<file path="src/rtl/shifter_pkg.sv">
// Shared types and helpers for the pipelined shifter used in the square-root datapath.
package shifter_pkg;

  typedef enum logic [1:0] {
    MODE_LSL = 2'b00,
    MODE_LSR = 2'b01,
    MODE_ASR = 2'b10,
    MODE_RSV = 2'b11
  } shift_mode_e;

  function automatic int shw_f(input int width);
    return $clog2(width);
  endfunction

endpackage

</file>
<file path="src/rtl/shift_stage.sv">
// One log2 stage of the shifter: shift by 2^STAGE when the matching amount bit is set, then register.
// Optional sticky tracking is built only when PIPE_SHIFTER_STICKY_EN is defined.
module shift_stage
  import shifter_pkg::*;
#(
  parameter  int WIDTH = 17,
  parameter  int STAGE = 0,
  localparam int SHW   = shw_f(WIDTH),
  localparam int S     = 1 << STAGE
) (
  input  logic             clk_i,
  input  logic             rst_i,
  input  logic             en_i,
`ifdef PIPE_SHIFTER_STICKY_EN
  input  logic             sticky_i,
  output logic             sticky_o,
`endif
  input  logic             valid_i,
  input  logic [WIDTH-1:0] data_i,
  input  logic [SHW-1:0]   amt_i,
  input  shift_mode_e      mode_i,
  input  logic             sign_i,
  output logic             valid_o,
  output logic [WIDTH-1:0] data_o,
  output logic [SHW-1:0]   amt_o,
  output shift_mode_e      mode_o,
  output logic             sign_o
);

  logic             w_take;
  logic             w_right;
  logic             w_fill;
  logic [WIDTH-1:0] w_shifted;

  logic             r_valid;
  logic [WIDTH-1:0] r_data;
  logic [SHW-1:0]   r_amt;
  shift_mode_e      r_mode;
  logic             r_sign;

  // Reserved mode falls through to a left shift; ASR fill comes from the sign captured at input.
  always_comb begin
    w_take    = amt_i[STAGE];
    w_right   = (mode_i == MODE_LSR) || (mode_i == MODE_ASR);
    w_fill    = (mode_i == MODE_ASR) && sign_i;
    w_shifted = data_i;
    if (w_take) begin
      if (w_right) w_shifted = {{S{w_fill}}, data_i[WIDTH-1:S]};
      else         w_shifted = {data_i[WIDTH-1-S:0], {S{1'b0}}};
    end
  end

  always_ff @(posedge clk_i or posedge rst_i) begin
    if (rst_i) begin
      r_valid <= 1'b0;
      r_data  <= '0;
      r_amt   <= '0;
      r_mode  <= MODE_LSL;
      r_sign  <= 1'b0;
    end else if (en_i) begin
      r_valid <= valid_i;
      r_data  <= w_shifted;
      r_amt   <= amt_i;
      r_mode  <= mode_i;
      r_sign  <= sign_i;
    end
  end

`ifdef PIPE_SHIFTER_STICKY_EN
  logic w_lost;
  logic r_sticky;

  // Bits falling off the end this stage are folded into the running sticky flag.
  always_comb begin
    w_lost = 1'b0;
    if (w_take) begin
      if (w_right) w_lost = |data_i[S-1:0];
      else         w_lost = |data_i[WIDTH-1:WIDTH-S];
    end
  end

  always_ff @(posedge clk_i or posedge rst_i) begin
    if (rst_i)     r_sticky <= 1'b0;
    else if (en_i) r_sticky <= sticky_i | w_lost;
  end

  assign sticky_o = r_sticky;
`endif

  assign valid_o = r_valid;
  assign data_o  = r_data;
  assign amt_o   = r_amt;
  assign mode_o  = r_mode;
  assign sign_o  = r_sign;

endmodule

</file>
<file path="src/rtl/pipe_shifter.sv">
// Pipelined run-time shifter (LSL/LSR/ASR) with a global-stall valid/ready handshake.
// Define PIPE_SHIFTER_STICKY_EN to build the shifted-out sticky flag; otherwise sticky_o is 0.
module pipe_shifter
  import shifter_pkg::*;
#(
  parameter  int WIDTH = 17,
  localparam int SHW   = shw_f(WIDTH)
) (
  input  logic             clk_i,
  input  logic             rst_i,
  input  logic             in_valid_i,
  output logic             in_ready_o,
  input  logic [WIDTH-1:0] in_data_i,
  input  logic [SHW-1:0]   in_amt_i,
  input  logic [1:0]       in_mode_i,
  output logic             out_valid_o,
  input  logic             out_ready_i,
  output logic [WIDTH-1:0] out_data_o,
  output logic             sticky_o
);

  logic             w_advance;
  logic             w_valid  [0:SHW];
  logic [WIDTH-1:0] w_data   [0:SHW];
  logic [SHW-1:0]   w_amt    [0:SHW];
  shift_mode_e      w_mode   [0:SHW];
  logic             w_sign   [0:SHW];

  // The whole pipe moves together: it only stalls when a finished result is not taken.
  assign w_advance = ~out_valid_o | out_ready_i;
  assign in_ready_o = w_advance;

  assign w_valid[0] = in_valid_i;
  assign w_data[0]  = in_data_i;
  assign w_amt[0]   = in_amt_i;
  assign w_mode[0]  = shift_mode_e'(in_mode_i);
  assign w_sign[0]  = in_data_i[WIDTH-1];

`ifdef PIPE_SHIFTER_STICKY_EN
  logic w_sticky [0:SHW];
  assign w_sticky[0] = 1'b0;
  assign sticky_o    = w_sticky[SHW];
`else
  assign sticky_o = 1'b0;
`endif

  for (genvar k = 0; k < SHW; k++) begin : g_stage
    shift_stage #(
      .WIDTH (WIDTH),
      .STAGE (k)
    ) u_stage (
      .clk_i    (clk_i),
      .rst_i    (rst_i),
      .en_i     (w_advance),
`ifdef PIPE_SHIFTER_STICKY_EN
      .sticky_i (w_sticky[k]),
      .sticky_o (w_sticky[k+1]),
`endif
      .valid_i  (w_valid[k]),
      .data_i   (w_data[k]),
      .amt_i    (w_amt[k]),
      .mode_i   (w_mode[k]),
      .sign_i   (w_sign[k]),
      .valid_o  (w_valid[k+1]),
      .data_o   (w_data[k+1]),
      .amt_o    (w_amt[k+1]),
      .mode_o   (w_mode[k+1]),
      .sign_o   (w_sign[k+1])
    );
  end

  assign out_valid_o = w_valid[SHW];
  assign out_data_o  = w_data[SHW];

endmodule

</file>
<file path="config.mk">
export PLATFORM = sky130hd
export DESIGN_NAME = pipe_shifter
export DESIGN_NICKNAME = d
export VERILOG_FILES = /design/src/rtl/shifter_pkg.sv /design/src/rtl/shift_stage.sv /design/src/rtl/pipe_shifter.sv
export SDC_FILE = /design/constraint.sdc
export NUM_CORES = 1
export LEC_CHECK = 0
export ABC_AREA = 1
export CAP_MARGIN = 25
export CORE_MARGIN = 2
export CORE_UTILIZATION = 35
export DETAILED_ROUTE_END_ITERATION = 8
export GPL_TIMING_DRIVEN = 0
export PLACE_DENSITY = 0.59
export SLEW_MARGIN = 20
export SYNTH_ARGS = -nofsm -noshare
export SYNTH_HDL_FRONTEND = slang
export SYNTH_SLANG_ARGS = --single-unit
</file>
<file path="constraint.sdc">
create_clock -name clk_i -period 11.03 [get_ports clk_i]
set_input_delay 1.6545 -clock clk_i [delete_from_list [all_inputs] [get_ports clk_i]]
set_output_delay 1.6545 -clock clk_i [all_outputs]
set_load 0.05 [all_outputs]
</file>
# After elaboration in Yosys (flattened, before gate mapping)
# Cells that the tools add are included.
classes:
  n_mux: 10
  n_reduce_logical: 10
  n_eq_ne: 10
  bitwise: 2
op_table:
  columns: ["cell", "n"]
  rows:
  - ["17-bit two-way mux", 10]
  - ["2-bit by 1-bit == test with 1-bit output, second input constant", 5]
  - ["2-bit == test, second input constant", 5]
  - ["1-bit logical AND", 5]
  - ["1-bit logical OR", 5]
  - ["1-bit inverter", 1]
  - ["1-bit bitwise OR", 1]
totals:
  elab_cells: 54
  reg_bits: 122

# Longest topological paths before layout
# Gate-level depths: netlist of run 1.
logic_depth:
  ltp_word: 4
  ltp_mapped: 8
  mapped_depth_nobuf: 7

# Cells and area by module
# From an unflattened synthesis of run 1, not the netlist that was laid out.
unflattened:
  cells_unflattened: 904
  area_unflattened_um2: 6643.9
modules_own_cells:
  columns: ["module", "area_each_um2", "seq_area_each_um2", "cells_per_inst", "n_inst"]
  rows:
  - ["shift_stage at g_stage[0].u_stage", 1515.2, 650.6, 219, 1]
  - ["shift_stage at g_stage[1].u_stage", 1360.1, 650.6, 185, 1]
  - ["shift_stage at g_stage[2].u_stage", 1312.5, 650.6, 179, 1]
  - ["shift_stage at g_stage[3].u_stage", 1257.5, 650.6, 166, 1]
  - ["shift_stage at g_stage[4].u_stage", 1179.9, 650.6, 151, 1]
  - ["pipe_shifter", 18.8, 0.0, 4, 1]

# Least setup slack after synthesis of run 1
# Ideal clock, no wire load.
synth_path:
  path_kind: "input port to output port"
  startpoint: "input port out_ready_i"
  endpoint: "output port in_ready_o"
  path_slack_ps: 7177
  cell_stages: 4
  n_path_buf: 2
  t_arrival_ps: 2198
  required_time_ps: 9376
  path_cell_list: "inv_2 nand2_4 buf_4 buf_2"
synth_between:
  elab_chain_cells: 1
synth_rtl:
  columns: ["item", "line_no", "source"]
  rows:
  - ["from (decl)", "pipe_shifter.sv:17", "input logic out_ready_i,"]
  - ["1-bit bitwise OR", "pipe_shifter.sv:30", "assign w_advance = ~out_valid_o | out_ready_i;"]
  - ["to (decl)", "pipe_shifter.sv:12", "output logic in_ready_o,"]
# No other way between the ends.

# Final worst setup path of run 1
# Ends and elaborated chain as after synthesis.

==> results of run 1 <==
critical path: stages:
cell	delay (ns)
clkdlybuf4s50_1	0.51
inv_2	0.06
nand2_4	0.08
buf_4	0.17
buf_2	0.25
clkdlybuf4s50_1	0.84
power by group:
group	total (W)	internal (W)	switching (W)
sequential	0.000740	0.000605	0.000135
combinational	0.000992	0.000357	0.000635
clock	0.000313	0.000170	0.000143
total	0.00204	0.00113	0.000912
how the worst max path moves through the flow:
stage | slack, ns | cells after the start | startpoint | to
after floorplan | 6.42 | 1 | rst_i | g_stage[0].u_stage.amt_o[1]
after global placement | 4.77 | 2 | rst_i | g_stage[0].u_stage.data_o[1]
after detailed placement | 5.76 | 6 | out_ready_i | in_ready_o
after CTS | 5.75 | 6 | out_ready_i | in_ready_o
after global routing | 5.72 | 6 | out_ready_i | in_ready_o
final | 5.80 | 6 | out_ready_i | in_ready_o
synth_stat cells (5+ instances only):
cell type  count  area share
ha_1           5       0.011
nand2_1      280        0.18
nand3_1       60       0.051
inv_1        110       0.070
buf_4         17       0.022
a31oi_1       31       0.033
buf_2         23       0.019
nor2_1        80       0.051
dfrtp_1      112        0.47
o21ai_0       32       0.027
a21oi_1       52       0.044
buf_6          5      0.0095
registers in the layout, summed over array words and instances (netlist names):
name and flops:
g_stage.u_stage.amt_o 10, g_stage.u_stage.valid_o 5, g_stage.u_stage.sign_o 4, g_stage.u_stage.mode_o 8, g_stage.u_stage.data_o 85
per-stage QoR:
stage	util	hold WS, ns
2_1_floorplan	-	0.420
3_3_place_gp	0.401	0.435
3_5_place_dp	0.403	0.446
4_1_cts	0.419	0.464
5_1_grt	0.419	0.494
6_report	0.419	0.457
logic make-up (layout without fill, tap and decap cells):
group                      count (synthesis)  after routing  synth area share
AOI/OAI and AO/OA                        118            118             0.106
buffers and inverters                    165            225             0.127
and+or+nand+nor                          422            422             0.282
DFF                                      112            112             0.473
other                                      1              1          0.000633
adders and majority gates                  5              5            0.0106
area by class of cell:
cell class	count	area (um2)
well taps	220	275
inverters	116	443
plain buffers	49	317
flip-flops and latches	112	2800
multi-input cells	546	2360
fillers	1804	9630
repair buffers	46	478
clock buffers	14	274
layer usage:
metal | part of all wire | track usage
met4 | 0.026 | 0.0614
met3 | 0.033 | 0.0295
met2 | 0.46 | 0.287
met1 | 0.48 | 0.234
met5 | 0 | 0
==> impl_metrics.env, run 1 <==
export IMPL_timing_rr_start="g_stage[0].u_stage.mode_o[0]"
export IMPL_p_total_w=0.00204
export IMPL_postSynth_asyncResetShare=1.00
export IMPL_grt_pass1_wl_mm=24.7
export IMPL_ys_flop_type="dfrtp_1"
export IMPL_post_route_min_period_ns=5.23
export IMPL_finalCritPeriodShare=0.474
export IMPL_synth_nets=856
export IMPL_stdcell_area_mm2=0.00695
export IMPL_ir_worst_vdd_uv=146
export IMPL_synth_cells=823
export IMPL_crit_path_end_kind="primary output"
export IMPL_cp_arrival_ns=3.57
export IMPL_dieArea_mm2=0.0180
export IMPL_avgRoutedWirePerCell_um=13.0
export IMPL_r2r_end="g_stage[1].u_stage.data_o[3]"
export IMPL_placed_cells=1089
export IMPL_syn_avg_cell_area_um2=7.20
export IMPL_drt_wl_total_mm=14.3
export IMPL_critical_path_class="in -> out"
export IMPL_gp_congestion=0.898
export IMPL_cts_setup_buffers=0
export IMPL_track_usage=0.174
export IMPL_status="completed"
export IMPL_netlist_area_mm2=0.00592
export IMPL_power_density_mw_per_mm2=294
export IMPL_io_pins=48
export IMPL_first_pass_iters=5
export IMPL_postCtsResizedCells=0
export IMPL_place_area_mm2=0.00668
export IMPL_hold_viol_final=0
export IMPL_clock_sinks=112
export IMPL_diodes=0
export IMPL_cts_tree="done"
export IMPL_worstHoldEndpoint="g_stage[4].u_stage.valid_o"
export IMPL_rr_worst_depth=8
export IMPL_setup_tns_ns=0
export IMPL_fmax_mhz=191
export IMPL_r2r_slack_ns=9.48
export IMPL_synth_edf_count=0
export IMPL_die_w_um=134
export IMPL_htree_levels=3
export IMPL_antenna_found_initial=0
export IMPL_layout_commonest_cell="nand2_1"
export IMPL_path_max_fanout=10
export IMPL_worst_pin_slew_ns=0.530
export IMPL_setup_slack_ns=5.80
export IMPL_grt_overflow=0
export IMPL_viasPerCell=4.57
export IMPL_skew_ns=0.00374
export IMPL_critPathLaunchType="input pin"
export IMPL_ys_types=21
export IMPL_fp_coreArea_mm2=0.0166
export IMPL_hp_start="g_stage[3].u_stage.valid_o"
export IMPL_drv_cap=0
export IMPL_critPathRequiredTime_ns=9.38
export IMPL_ys_ff_latch=112
export IMPL_port_buffers=45
export IMPL_path_clk_slew_ns=0.07
export IMPL_fin_nets=913
export IMPL_ys_warnings_count=0
export IMPL_stdcell_count=1103
export IMPL_grt_max_degree=59
export IMPL_area_growth_synth_to_final_pct=17.4
export IMPL_numCtsBuffers=9
export IMPL_mostFrequentLayoutCells="nand2_1, dfrtp_1, inv_1, nor2_1, nand3_1"
export IMPL_postRouteAntennaNets=0
export IMPL_rsz0062_at_grt="false"
export IMPL_p_leak_nw=3.68
export IMPL_clockRootBuffer="clkbuf_16"
export IMPL_dp_hpwl_mm=10.7
export IMPL_hold_path_depth=2
export IMPL_post_route_drc_count=0
export IMPL_start_util=0.357
export IMPL_drive_above_1_share=0.0759
export IMPL_std_cell_rows=47
export IMPL_setup_viol=0
export IMPL_drv_slew=0
export IMPL_hp_class="reg -> reg"
export IMPL_clock_latency_ns=0.36
export IMPL_yosysSeqAreaShare=0.473
export IMPL_preCtsSetupSlack_ns=5.76
export IMPL_fp_dieH_um=134
export IMPL_clock_path_buffers=2
export IMPL_cts_hold_buf=0
export IMPL_grt_pass1_vias=4932
export IMPL_drt_initial_drc_count=373
export IMPL_vias=5037
export IMPL_relSlewSlack=0.647
Power figures use the tool's default switching activity.
==> run 2, diff against run 1 <==
--- a/config.mk
+++ b/config.mk
@@ -11,7 +11,7 @@
 export CORE_UTILIZATION = 35
 export DETAILED_ROUTE_END_ITERATION = 8
 export GPL_TIMING_DRIVEN = 0
-export PLACE_DENSITY = 0.59
+export PLACE_DENSITY = 0.61
 export SLEW_MARGIN = 20
 export SYNTH_ARGS = -nofsm -noshare
 export SYNTH_HDL_FRONTEND = slang
==> constraint.sdc (replaced) <==
create_clock -name clk_i -period 4.4 [get_ports clk_i]
set_input_delay 0.66 -clock clk_i [delete_from_list [all_inputs] [get_ports clk_i]]
set_output_delay 0.66 -clock clk_i [all_outputs]
set_load 0.05 [all_outputs]
==> impl_metrics.env, run 2 (synthesis gave the netlist of run 1 again) <==
export IMPL_status="completed"
export IMPL_drt_initial_drc_count=276
export IMPL_p_leak_nw=3.68
export IMPL_hp_class="reg -> reg"
export IMPL_power_density_mw_per_mm2=737
export IMPL_fp_dieH_um=134
export IMPL_slowest_stage="clkdlybuf4s50_1"
export IMPL_first_pass_iters=5
export IMPL_power_switching_w=0.00228
export IMPL_port_buffers=45
export IMPL_path_max_fanout=10
export IMPL_cts_hold_buf=0
export IMPL_p_clk_frac=0.155
export IMPL_std_cell_rows=47
export IMPL_setup_viol=0
export IMPL_largest_register_ffs=85
export IMPL_gp_congestion=0.890
export IMPL_preCtsSetupSlack_ns=1.14
export IMPL_drive_above_1_share=0.0770
export IMPL_crit_chain="clkdlybuf4s50_1 > inv_2 > nand2_4 > buf_4 > buf_2 > clkdlybuf4s50_1"
export IMPL_skew_ns=0.00916
export IMPL_track_usage=0.169
export IMPL_fp_coreArea_mm2=0.0166
export IMPL_layout_commonest_cell="nand2_1"
export IMPL_post_route_min_period_ns=3.23
export IMPL_n_fill_cell=1783
export IMPL_dp_hpwl_mm=10.4
export IMPL_switching_share=0.445
export IMPL_start_util=0.357
export IMPL_post_route_drc_count=0
export IMPL_rsz0062_at_grt="false"
export IMPL_cts_setup_buffers=0
export IMPL_clock_sinks=112
export IMPL_grt_overflow=0
export IMPL_worst_path_most_repeated_cell="clkdlybuf4s50_1"
export IMPL_numCtsBuffers=9
export IMPL_setup_slack_ns=1.17
export IMPL_cp_arrival_ns=2.57
export IMPL_hold_viol_final=0
export IMPL_grt_pass1_wl_mm=24.2
export IMPL_fmax_mhz=310
export IMPL_p_seq_frac=0.363
export IMPL_place_area_mm2=0.00668
export IMPL_stdcell_area_mm2=0.00696
export IMPL_hold_slack_ns=0.450
export IMPL_critPathRequiredTime_ns=3.74
export IMPL_postCtsResizedCells=0
export IMPL_mostFrequentLayoutCells="nand2_1, dfrtp_1, inv_1, nor2_1, nand3_1"
export IMPL_grt_max_degree=79
export IMPL_area_growth_synth_to_final_pct=17.5
export IMPL_comb_power_share=0.483
export IMPL_antenna_found_initial=0
export IMPL_clockRootBuffer="clkbuf_16"
export IMPL_viasPerCell=4.56
export IMPL_ir_worst_vdd_uv=342
export IMPL_vias=5031
export IMPL_diodes=0
export IMPL_fin_nets=913
export IMPL_die_w_um=134
export IMPL_clock_path_buffers=2
export IMPL_clock_latency_ns=0.36
export IMPL_postRouteAntennaNets=0
export IMPL_avgRoutedWirePerCell_um=12.7
export IMPL_cts_tree="done"
export IMPL_ff_latch_area_mm2=0.00280
export IMPL_finalCritPeriodShare=0.734
export IMPL_io_pins=48
export IMPL_critPathLaunchType="input pin"
export IMPL_grt_pass1_vias=4914
export IMPL_drv_cap=0
export IMPL_cp_buffers_inverters=5
export IMPL_slowest_delay_ns=0.84
export IMPL_multi_input_area_mm2=0.00236
export IMPL_crit_path_end_kind="primary output"
export IMPL_dieArea_mm2=0.0180
export IMPL_drv_slew=0
export IMPL_drt_wl_total_mm=14.0
export IMPL_cp_top_family="buffers and inverters"
export IMPL_path_clk_slew_ns=0.07
export IMPL_critical_path_class="in -> out"
export IMPL_htree_levels=3
export IMPL_p_int_w=0.00285
-- run 2: changes by cell type in the layout (fill, tap and decap cells not counted) --
| cell | delta |
|---|---|
| clkbuf_8 | -3 |
| clkinv_2 | +2 |
| bufinv_16 | +1 |
| clkbuf_1 | -1 |
| clkinvlp_4 | +1 |
-- run 2: power groups by stage --
stage                     logic, W  registers [W]  clock network, W
final                      0.00247        0.00186          0.000793
after CTS                  0.00249        0.00186          0.000813
after detailed placement   0.00248        0.00188                 0
after global routing       0.00282        0.00193          0.000869
after global placement     0.00246        0.00187                 0
after floorplan            0.00157        0.00207                 0
-- run 2: path summary, 6_finish.rpt --
path | from | depth (start not counted) | endpoint | slack, ns
worst min-delay path | g_stage[3].u_stage.valid_o | 2 | g_stage[4].u_stage.valid_o | 0.45
min in group asynchronous | rst_i | 2 | g_stage[3].u_stage.sign_o | 0.65
worst max register to register | g_stage[0].u_stage.mode_o[0] | 8 | g_stage[1].u_stage.data_o[7] | 2.86
worst max-delay path | out_ready_i | 6 | in_ready_o | 1.17
max in group asynchronous | rst_i | 3 | g_stage[1].u_stage.data_o[5] | 3.08
worst min register to register | g_stage[3].u_stage.valid_o | 2 | g_stage[4].u_stage.valid_o | 0.45
-- run 2: final cells by class --
type	instances	area share
buffer	49	0.0455
clock buffer	10	0.0329
clock inverter	4	0.00683
inverter	116	0.0637
multi-input combinational	546	0.340
sequential	112	0.403
tap	220	0.0396
timing repair buffer	46	0.0687
-- run 2: worst register-to-register path, delay by kind of cell, from the launching register on --
kind                       cells  cell delay [ns]
AOI/OAI and AO/OA              1             0.06
adders and majority gates      1             0.28
and+or+nand+nor                2             0.14
DFF                            1             0.35
buffers and inverters          4             0.61
-- run 2: per-layer routing --
| layer | up-vias | part of all wire | track usage |
|---|---|---|---|
| met3 | 22 | 0.039 | 0.0291 |
| met2 | 108 | 0.47 | 0.275 |
| met1 | 2239 | 0.47 | 0.229 |
| li1 | 2662 | - | - |
| met4 | 0 | 0.024 | 0.0608 |
| met5 | - | 0 | 0 |
-- run 2: metrics by stage --
| stage | total power, W | cells | utilization | TNS [ns] |
|---|---|---|---|---|
| 6_report | 0.00513 | 1103 | 0.419 | 0 |
| 5_1_grt | 0.00561 | 1103 | 0.419 | 0 |
| 4_1_cts | 0.00516 | 1103 | 0.419 | 0 |
| 3_5_place_dp | 0.00435 | 1089 | 0.403 | 0 |
| 3_3_place_gp | 0.00433 | 1088 | 0.401 | -90.38 |
| 2_1_floorplan | 0.00364 | 823 | - | 0 |
==> run 3, diff against run 2 <==
--- a/config.mk
+++ b/config.mk
@@ -11,7 +11,7 @@
 export CORE_UTILIZATION = 35
 export DETAILED_ROUTE_END_ITERATION = 8
 export GPL_TIMING_DRIVEN = 0
-export PLACE_DENSITY = 0.61
+export PLACE_DENSITY = 0.59
 export SLEW_MARGIN = 20
 export SYNTH_ARGS = -nofsm -noshare
 export SYNTH_HDL_FRONTEND = slang
==> constraint.sdc (replaced) <==
create_clock -name clk_i -period 3.13 [get_ports clk_i]
set_input_delay 0.4695 -clock clk_i [delete_from_list [all_inputs] [get_ports clk_i]]
set_output_delay 0.4695 -clock clk_i [all_outputs]
set_load 0.05 [all_outputs]
==> impl_metrics.env, run 3 (synthesis gave the netlist of run 1 again) <==
export IMPL_status="completed"
export IMPL_cts_hold_buf=0
export IMPL_fp_coreArea_mm2=0.0166
export IMPL_worst_path_most_repeated_cell="clkdlybuf4s50_1"
export IMPL_dp_hpwl_mm=10.9
export IMPL_slowest_stage="clkdlybuf4s50_1"
export IMPL_grt_max_degree=32
export IMPL_drv_cap=0
export IMPL_std_cell_rows=47
export IMPL_crit_chain="clkdlybuf4s50_1 > inv_2 > nand2_4 > buf_4 > buf_2 > clkdlybuf4s50_1"
export IMPL_rsz0062_at_grt="false"
export IMPL_setup_viol=0
export IMPL_cp_buffers_inverters=5
export IMPL_hold_viol_final=0
export IMPL_die_w_um=134
export IMPL_power_density_mw_per_mm2=1030
export IMPL_clock_path_buffers=2
export IMPL_slowest_delay_ns=0.84
export IMPL_layout_commonest_cell="nand2_1"
export IMPL_post_route_min_period_ns=2.86
export IMPL_area_growth_synth_to_final_pct=19.1
export IMPL_crit_path_end_kind="primary output"
export IMPL_setup_tns_ns=0
export IMPL_hp_class="in -> async"
export IMPL_largest_register_ffs=85
export IMPL_avgRoutedWirePerCell_um=12.8
export IMPL_dieArea_mm2=0.0180
export IMPL_drive_above_1_share=0.0833
export IMPL_grt_overflow=0
export IMPL_vias=5025
export IMPL_critical_path_class="in -> out"
export IMPL_gp_congestion=0.882
export IMPL_diodes=0
export IMPL_critPathRequiredTime_ns=2.66
export IMPL_htree_levels=3
export IMPL_ir_worst_vdd_uv=426
export IMPL_drt_initial_drc_count=309
export IMPL_drv_slew=0
export IMPL_io_pins=48
export IMPL_fin_nets=916
export IMPL_grt_pass1_vias=4949
export IMPL_cts_tree="done"
export IMPL_n_fill_cell=1783
export IMPL_cp_top_family="buffers and inverters"
export IMPL_postRouteAntennaNets=0
export IMPL_port_buffers=45
export IMPL_start_util=0.357
export IMPL_viasPerCell=4.54
export IMPL_cp_arrival_ns=2.39
export IMPL_critPathLaunchType="input pin"
export IMPL_fmax_mhz=350
export IMPL_path_clk_slew_ns=0.07
export IMPL_post_route_drc_count=0
export IMPL_skew_ns=0.00796
export IMPL_drt_wl_total_mm=14.2
export IMPL_track_usage=0.172
export IMPL_path_max_fanout=10
export IMPL_clock_latency_ns=0.36
export IMPL_clock_sinks=112
export IMPL_grt_pass1_wl_mm=24.7
export IMPL_clockRootBuffer="clkbuf_16"
export IMPL_antenna_found_initial=0
export IMPL_finalCritPeriodShare=0.912
export IMPL_first_pass_iters=4
export IMPL_cts_setup_buffers=0
export IMPL_fp_dieH_um=134
export IMPL_p_leak_nw=3.71
export IMPL_postLayoutCoreUtil=0.425
export IMPL_mostFrequentLayoutCells="nand2_1, dfrtp_1, inv_1, nor2_1, nand3_1"
export IMPL_postCtsResizedCells=0
export IMPL_numCtsBuffers=9
run 3: cell types whose count changed in the layout (fill, tap and decap cells not counted), sizes merged:
| cell | delta |
|---|---|
| clkinv | -1 |
| inv | -1 |
| buf | +3 |
| clkinvlp | +4 |
run 3: routing by layer:
layer,GRT usage,up-vias,share of wire
li1,-,2676,-
met1,0.229,2252,0.48
met2,0.291,85,0.48
met3,0.0227,12,0.034
met4,0.0556,0,0.012
met5,0,-,0
run 3: final timing paths:
kind	slack [ns]	start	end	cells past startpoint
setup / recovery	0.27	out_ready_i	in_ready_o	6
hold / removal	0.45	rst_i	g_stage[4].u_stage.data_o[11]	2
setup reg to reg	1.58	g_stage[0].u_stage.mode_o[0]	g_stage[1].u_stage.data_o[3]	8
hold reg to reg	0.45	g_stage[3].u_stage.valid_o	g_stage[4].u_stage.valid_o	2
max in group asynchronous	1.79	rst_i	g_stage[0].u_stage.data_o[1]	5
min in group clk_i	0.45	in_amt_i[0]	g_stage[0].u_stage.data_o[10]	3
run 3: power breakdown:
group | total [W] | switching (W) | internal [W]
Sequential | 0.00261 | 0.000474 | 0.00213
Combinational | 0.00350 | 0.00223 | 0.00127
Clock | 0.00118 | 0.000535 | 0.000644
run 3: layout make-up:
class / count / area, um2 / area share
Buffer: 49 / 317 / 0.0449
Clock inverter: 6 / 68.8 / 0.00976
Multi-Input combinational cell: 546 / 2360 / 0.335
Inverter: 116 / 442 / 0.0626
Tap cell: 220 / 275 / 0.0390
Clock buffer: 10 / 239 / 0.0339
Sequential cell: 112 / 2800 / 0.397
Timing Repair Buffer: 49 / 546 / 0.0773
run 3: through the flow:
stage	worst slack (ns)	hold slack (ns)	instances	area (um2)	power (W)
finish	0.274	0.452	1108	7050	0.00728
global route	0.195	0.472	1108	7050	0.00799
CTS	0.236	0.450	1108	7050	0.00733
detailed placement	0.245	0.445	1092	6750	0.00613
global placement	0.214	0.434	1088	6650	0.00608
floorplan	1.30	0.420	823	5930	0.00512
